==> src/rtl/hazard_stall_unit_if.sv <==
// Hazard-unit bundle between the pipeline (master) and hazard_stall_unit (slave).
// Optional HAZARD_STATS_EN adds the 16-bit stall_cycles observation signal.
interface hazard_stall_unit_if #(
  parameter int REG_W = 6
);
  logic             id_valid;
  logic [REG_W-1:0] id_rs;
  logic [REG_W-1:0] id_rt;
  logic             id_uses_rs;
  logic             id_uses_rt;
  logic             id_is_branch;
  logic             id_branch_taken;
  logic             id_reads_hilo;
  logic             id_md_start;
  logic [REG_W-1:0] ex_rd;
  logic             ex_reg_write;
  logic             ex_mem_read;
  logic             stall_pc;
  logic             stall_ifid;
  logic             flush_idex;
  logic             flush_ifid;
  logic             md_busy;
`ifdef HAZARD_STATS_EN
  logic [15:0]      stall_cycles;
`endif

  modport master (
    output id_valid, id_rs, id_rt, id_uses_rs, id_uses_rt, id_is_branch,
           id_branch_taken, id_reads_hilo, id_md_start, ex_rd, ex_reg_write,
           ex_mem_read,
    input  stall_pc, stall_ifid, flush_idex, flush_ifid, md_busy
`ifdef HAZARD_STATS_EN
    , input stall_cycles
`endif
  );

  modport slave (
    input  id_valid, id_rs, id_rt, id_uses_rs, id_uses_rt, id_is_branch,
           id_branch_taken, id_reads_hilo, id_md_start, ex_rd, ex_reg_write,
           ex_mem_read,
    output stall_pc, stall_ifid, flush_idex, flush_ifid, md_busy
`ifdef HAZARD_STATS_EN
    , output stall_cycles
`endif
  );
endinterface

==> src/rtl/hazard_stall_unit.sv <==
// ID-stage hazard controller: load-use, branch-operand and HI/LO stalls plus taken-branch flush.
// Define HAZARD_STATS_EN to add a saturating 16-bit stall-cycle counter (stall_cycles).
module hazard_stall_unit #(
  parameter int REG_W  = 6,
  parameter int MD_LAT = 4
) (
  input logic                clk,
  input logic                rst,
  hazard_stall_unit_if.slave hz
);

  typedef enum logic {RUN, HOLD1} state_e;

  localparam int CNT_W = $clog2(MD_LAT + 1);
  localparam logic [REG_W-1:0] ZERO_TAG = '0;
  localparam logic [CNT_W-1:0] MD_LOAD  = CNT_W'(MD_LAT);

  state_e           state_q, state_d;
  logic [CNT_W-1:0] md_cnt_q, md_cnt_d;
  logic             m_rs, m_rt, tag_hit;
  logic             load_use, branch_alu, branch_load, hilo;
  logic             md_busy, stall;

  // Register 0 is hardwired, so a zero destination tag never creates a dependency.
  assign m_rs = hz.id_valid & hz.id_uses_rs & hz.ex_reg_write &
                (hz.ex_rd != ZERO_TAG) & (hz.ex_rd == hz.id_rs);
  assign m_rt = hz.id_valid & hz.id_uses_rt & hz.ex_reg_write &
                (hz.ex_rd != ZERO_TAG) & (hz.ex_rd == hz.id_rt);
  assign tag_hit = m_rs | m_rt;

  assign md_busy     = (md_cnt_q != '0);
  assign load_use    = hz.ex_mem_read & tag_hit;
  assign branch_alu  = hz.id_is_branch & ~hz.ex_mem_read & tag_hit;
  assign branch_load = hz.id_is_branch & hz.ex_mem_read & tag_hit;
  assign hilo        = hz.id_valid & (hz.id_reads_hilo | hz.id_md_start) & md_busy;

  always_comb begin
    state_d = state_q;
    stall   = 1'b0;
    case (state_q)
      RUN: begin
        stall = load_use | branch_alu | branch_load | hilo;
        if (branch_load) state_d = HOLD1;
      end
      HOLD1: begin
        stall   = 1'b1;
        state_d = RUN;
      end
      default: state_d = RUN;
    endcase
  end

  // A MULT/DIV only issues when ID is not held, which also keeps it from overlapping a busy unit.
  always_comb begin
    md_cnt_d = md_cnt_q;
    if (hz.id_valid & hz.id_md_start & ~stall) md_cnt_d = MD_LOAD;
    else if (md_busy)                          md_cnt_d = md_cnt_q - 1'b1;
  end

  always_ff @(posedge clk) begin
    if (rst) begin
      state_q  <= RUN;
      md_cnt_q <= '0;
    end else begin
      state_q  <= state_d;
      md_cnt_q <= md_cnt_d;
    end
  end

  assign hz.stall_pc   = stall;
  assign hz.stall_ifid = stall;
  assign hz.flush_idex = stall;
  assign hz.flush_ifid = hz.id_branch_taken & ~stall;
  assign hz.md_busy    = md_busy;

`ifdef HAZARD_STATS_EN
  logic [15:0] stall_cnt_q, stall_cnt_d;

  always_comb begin
    stall_cnt_d = stall_cnt_q;
    if (stall && stall_cnt_q != 16'hFFFF) stall_cnt_d = stall_cnt_q + 16'd1;
  end

  always_ff @(posedge clk) begin
    if (rst) stall_cnt_q <= '0;
    else     stall_cnt_q <= stall_cnt_d;
  end

  assign hz.stall_cycles = stall_cnt_q;
`endif

endmodule
==> src/flat_wrapper.sv <==
// flat-port wrapper written by rule: the top's interface ports become plain ports
module hazard_stall_unit_flat 
#(
  parameter int REG_W  = 6,
  parameter int MD_LAT = 4
)
  (clk, rst, hz_id_valid, hz_id_rs, hz_id_rt, hz_id_uses_rs, hz_id_uses_rt, hz_id_is_branch, hz_id_branch_taken, hz_id_reads_hilo, hz_id_md_start, hz_ex_rd, hz_ex_reg_write, hz_ex_mem_read, hz_stall_pc, hz_stall_ifid, hz_flush_idex, hz_flush_ifid, hz_md_busy);
  hazard_stall_unit_if #(.REG_W(REG_W)) hz_i ();
  input logic clk;
  input logic rst;
  input wire logic [$bits(hz_i.id_valid)-1:0] hz_id_valid;
  input wire logic [$bits(hz_i.id_rs)-1:0] hz_id_rs;
  input wire logic [$bits(hz_i.id_rt)-1:0] hz_id_rt;
  input wire logic [$bits(hz_i.id_uses_rs)-1:0] hz_id_uses_rs;
  input wire logic [$bits(hz_i.id_uses_rt)-1:0] hz_id_uses_rt;
  input wire logic [$bits(hz_i.id_is_branch)-1:0] hz_id_is_branch;
  input wire logic [$bits(hz_i.id_branch_taken)-1:0] hz_id_branch_taken;
  input wire logic [$bits(hz_i.id_reads_hilo)-1:0] hz_id_reads_hilo;
  input wire logic [$bits(hz_i.id_md_start)-1:0] hz_id_md_start;
  input wire logic [$bits(hz_i.ex_rd)-1:0] hz_ex_rd;
  input wire logic [$bits(hz_i.ex_reg_write)-1:0] hz_ex_reg_write;
  input wire logic [$bits(hz_i.ex_mem_read)-1:0] hz_ex_mem_read;
  output wire logic [$bits(hz_i.stall_pc)-1:0] hz_stall_pc;
  output wire logic [$bits(hz_i.stall_ifid)-1:0] hz_stall_ifid;
  output wire logic [$bits(hz_i.flush_idex)-1:0] hz_flush_idex;
  output wire logic [$bits(hz_i.flush_ifid)-1:0] hz_flush_ifid;
  output wire logic [$bits(hz_i.md_busy)-1:0] hz_md_busy;
  assign hz_i.id_valid = hz_id_valid;
  assign hz_i.id_rs = hz_id_rs;
  assign hz_i.id_rt = hz_id_rt;
  assign hz_i.id_uses_rs = hz_id_uses_rs;
  assign hz_i.id_uses_rt = hz_id_uses_rt;
  assign hz_i.id_is_branch = hz_id_is_branch;
  assign hz_i.id_branch_taken = hz_id_branch_taken;
  assign hz_i.id_reads_hilo = hz_id_reads_hilo;
  assign hz_i.id_md_start = hz_id_md_start;
  assign hz_i.ex_rd = hz_ex_rd;
  assign hz_i.ex_reg_write = hz_ex_reg_write;
  assign hz_i.ex_mem_read = hz_ex_mem_read;
  assign hz_stall_pc = hz_i.stall_pc;
  assign hz_stall_ifid = hz_i.stall_ifid;
  assign hz_flush_idex = hz_i.flush_idex;
  assign hz_flush_ifid = hz_i.flush_ifid;
  assign hz_md_busy = hz_i.md_busy;
  hazard_stall_unit #(.REG_W(REG_W), .MD_LAT(MD_LAT)) u_core (.clk(clk), .rst(rst), .hz(hz_i));
endmodule
==> config.mk <==
export PLATFORM = sky130hd
export DESIGN_NAME = hazard_stall_unit_flat
export DESIGN_NICKNAME = d
export VERILOG_FILES = /design/src/rtl/hazard_stall_unit_if.sv /design/src/rtl/hazard_stall_unit.sv /design/src/flat_wrapper.sv
export SDC_FILE = /design/constraint.sdc
export NUM_CORES = 1
export LEC_CHECK = 0
export CORE_UTILIZATION = 31
export DETAILED_ROUTE_END_ITERATION = 8
export PLACE_DENSITY = 0.89
export SLEW_MARGIN = 20
export SYNTH_ARGS = -nofsm -noshare
export SYNTH_HDL_FRONTEND = slang
export SYNTH_SLANG_ARGS = --single-unit
==> constraint.sdc <==
create_clock -name clk -period 1.7 [get_ports clk]
set_input_delay 0.17 -clock clk [delete_from_list [all_inputs] [get_ports clk]]
set_output_delay 0.17 -clock clk [all_outputs]
set_load 0.01 [all_outputs]
==> summary.log <==
INFO  placed_design  port_buffers=33
INFO  yosys          ys_seq_area_frac=0.189
INFO  yosys          synth_async_sr_flop_share=0
INFO  min_path       holdCritPathClass=input pin to register
INFO  clock_tree     cts_root_buf=sky130_fd_sc_hd__clkbuf_4
INFO  cells_and_area final_net_count=131
INFO  power          powerDensity=894mW/mm^2
INFO  worst_setup_path worst-r2r-setup-slack=0.23ns
INFO  placed_design  detailed_place_hpwl=998um
INFO  routing        antenna_left=0
INFO  yosys          ys_top_cells_by_area=sky130_fd_sc_hd__xor2_1 27%, sky130_fd_sc_hd__dfxtp_1 19%, sky130_fd_sc_hd__ha_1 8.9%
INFO  cells_and_area syn_to_final_growth=108%
INFO  clock_tree     cts.htree.levels=1
INFO  cells_and_area insertedDiodeCount=0
INFO  yosys          netlist_area=423squm
INFO  routing        drt-total-wl=1200um
INFO  worst_setup_path critical_path_required=1.53ns
INFO  floorplan      design.die.area=0.00152sqmm
INFO  sta            worst_slew_pin_slew=0.246ns
INFO  yosys          synth_fp_nets=87
INFO  power          ir_worst_vdd=0.493mV
INFO  routing        avgViaCountPerCell=4.89
INFO  floorplan      core.rowCount=12
INFO  clock_tree     cts_hold_buf=0
INFO  clock_tree     tritoncts_num_sinks=4
INFO  floorplan      initial_utilization=0.357
INFO  power          report.power.total=786uW
INFO  clock_tree     clock_tree_from_tritoncts=done
INFO  clock_tree     clock_insertion_delay_worst_skew=0.24ns
INFO  worst_setup_path worst-r2r-cell-count=9
INFO  sta            worst_hold_margin=0.484ns
INFO  yosys          syn_inst=55
INFO  routing        vias=543
INFO  yosys          yosys.area.top_type_share=0.269
INFO  power          leakage=0.442nW
INFO  worst_setup_path critical_path.startpoint=hz_id_valid
INFO  yosys          post_synth.cell_area_avg=7.69squm
INFO  min_path       hold_path_origin=hz_ex_rd[1]
INFO  global_routing first_global_vias=511
INFO  global_routing overflow=0
INFO  global_routing grtUsageTotal=0.171
INFO  floorplan      dieWidth=38.9um
INFO  yosys          synth_most_common_cell=sky130_fd_sc_hd__xor2_1
INFO  sta            timing.final.crit_period=1.66ns
INFO  routing        detail_route.iter0.violations=0
INFO  placed_design  routabilityCongestion=0.664
INFO  sta            slew_headroom=0.834
INFO  cells_and_area final_layout_size_suffix_gt1_frac=0.278
INFO  run_status     run_status=complete, no violations
INFO  worst_setup_path critical_path.reg2reg.endpoint=u_core.md_cnt_q[2]$_SDFFE_PP0P_
INFO  routing        drt_pass1_iterations=1
INFO  yosys          yosys_warnings=0
INFO  sta            fmax=603MHz
INFO  sta            final-max-slew-violation-count=0
INFO  yosys          ys_ff_latch=4
INFO  floorplan      dieHeight=38.9um
INFO  clock_tree     cts_buffer_depth=2
INFO  worst_setup_path start_kind=input pin
INFO  global_routing grt_antenna_before_repair=0
INFO  yosys          post_synth_num_cell_types=19
INFO  worst_setup_path worstPathMaxFanout=3
INFO  min_path       min_delay_endpoint=u_core.state_q$_SDFF_PP0_
INFO  routing        route.detailed.wl_per_inst=10.8um
INFO  clock_tree     cts.reportedPaths.clkPinSlew=0.04ns
INFO  min_path       whs_path_depth=4
INFO  worst_setup_path worst_setup_path_end_kind=output port
INFO  yosys          synth_edf_count=0
INFO  routing        drcViolationCount=0
INFO  worst_setup_path reg2reg_from=u_core.md_cnt_q[0]$_SDFFE_PP0P_
INFO  sta            setup_viol=0
INFO  yosys          synth.top_cells.by_count=13 x sky130_fd_sc_hd__xor2_1, 5 x sky130_fd_sc_hd__nor3_1, 4 x sky130_fd_sc_hd__dfxtp_1, 4 x sky130_fd_sc_hd__inv_1, 4 x sky130_fd_sc_hd__nand2_1
INFO  sta            final_cycle_share=0.976
INFO  floorplan      core=0.00119sqmm
INFO  worst_setup_path worst-setup-path-type=input pin to output port
INFO  sta            final_hold_viol_count=0
INFO  clock_tree     cts_made_buffers=3
INFO  global_routing global_route_wire_length_before_repair=1750um
INFO  yosys          synth_area_leader_cell=sky130_fd_sc_hd__xor2_1
INFO  global_routing largest_net_degree_at_the_start_of_global_routing=6
INFO  floorplan      num_io_pins=34
INFO  worst_setup_path worst_ep_arrival_time=1.49ns
INFO  sta            worst_clock_skew=0.000922ns
INFO  yosys          ys_dominant_reg_cell=sky130_fd_sc_hd__dfxtp_1
INFO  job            max_cap_viol_count=0
[cells in the final DEF (no fill, tap or decap), drive strengths merged]
| cell type | netlist | routed |
|---|---|---|
| nor4 | 3 | 3 |
| dlygate4sd2 | 0 | 11 |
| a22o | 1 | 1 |
| nor3 | 5 | 5 |
| dlymetal6s2s | 0 | 5 |
| buf | 2 | 12 |
| a31oi | 1 | 1 |
| clkdlybuf4s50 | 0 | 13 |
| xor2 | 13 | 13 |
| a21oi | 3 | 3 |
| nand2 | 4 | 4 |
| o21ba | 1 | 1 |
| inv | 5 | 5 |
| nor2 | 3 | 3 |
| o21a | 1 | 1 |
| dfxtp | 4 | 4 |
| nand3 | 3 | 3 |
| clkbuf | 0 | 3 |
| or2 | 1 | 1 |
| ha | 3 | 3 |
| and3 | 2 | 2 |
[power by group]
group / total, mW / switching (mW) / internal [mW] / leakage, nW
logic: 0.529 / 0.242 / 0.287 / 0.395
registers: 0.137 / 0.0126 / 0.124 / 0.0329
clock network: 0.121 / 0.0414 / 0.0791 / 0.0138
total: 0.786 / 0.296 / 0.491 / 0.442
[timing repair]
item                                    in CTS  in global routing
gates resized for setup                     29                 14
endpoints found under the hold margin        0                  0
buffers inserted                             0                  1
endpoints found under the setup margin       5                  4
pin swaps                                    5                  7
[cell type report]
| cell class | count | area [sq um] |
|---|---|---|
| Tap cell | 14 | 17.5 |
| Fill cell | 86 | 307 |
| Multi-Input combinational cell | 44 | 365 |
| Timing Repair Buffer | 41 | 375 |
| Sequential cell | 4 | 80.1 |
| Clock buffer | 3 | 22.5 |
| Inverter | 5 | 18.8 |
[worst max path at each step]
stage	cells after the start	slack, ns	endpoint
after floorplan	7	0.20	hz_stall_ifid
after global placement	7	-0.46	hz_flush_ifid
after detailed placement	7	-0.52	hz_flush_ifid
after CTS	7	0.02	hz_flush_ifid
after global routing	7	-0.01	hz_flush_ifid
final	7	0.04	hz_flush_ifid
[sequential cells by signal (all words and copies together) (netlist names)]
name,cells
u_core.md_cnt_q,3
u_core.state_q,1
[critical path, cell delays in order]
cell	delay, ns
sky130_fd_sc_hd__clkdlybuf4s50_1	0.50
sky130_fd_sc_hd__nand3_1	0.08
sky130_fd_sc_hd__nor3_1	0.21
sky130_fd_sc_hd__a22o_2	0.19
sky130_fd_sc_hd__nand2_2	0.06
sky130_fd_sc_hd__and3_4	0.17
sky130_fd_sc_hd__buf_6	0.11
[per-layer routing]
| metal | part of all wire | vias to the layer above | GRT usage |
|---|---|---|---|
| met3 | 0.11 | 4 | 0.0520 |
| met2 | 0.52 | 30 | 0.346 |
| met5 | 0 | - | 0 |
| li1 | - | 270 | - |
| met1 | 0.35 | 239 | 0.146 |
| met4 | 0.026 | 0 | 0.0776 |
[stage by stage]
step	worst slack (ns)	TNS [ns]	util	instance area [sq um]	instances
4_1_cts	0.0229	0	0.679	806	110
3_5_place_dp	-0.521	-2.22	0.681	808	107
5_1_grt	-0.0123	-0.0123	0.742	880	111
2_1_floorplan	0.200	0	-	423	55
3_3_place_gp	-0.465	-1.88	0.681	808	107
6_report	0.0405	0	0.742	880	111
[cells by family after synthesis]
| logic type | Yosys count | synth area share |
|---|---|---|
| buffers and inverters | 7 | 0.0799 |
| AOI/OAI and AO/OA | 7 | 0.127 |
| adders and majority gates | 3 | 0.0888 |
| xor gates and xnor gates | 13 | 0.269 |
| and+or+nand+nor | 21 | 0.246 |
| DFF | 4 | 0.189 |
(Power assumes the default switching activity.)
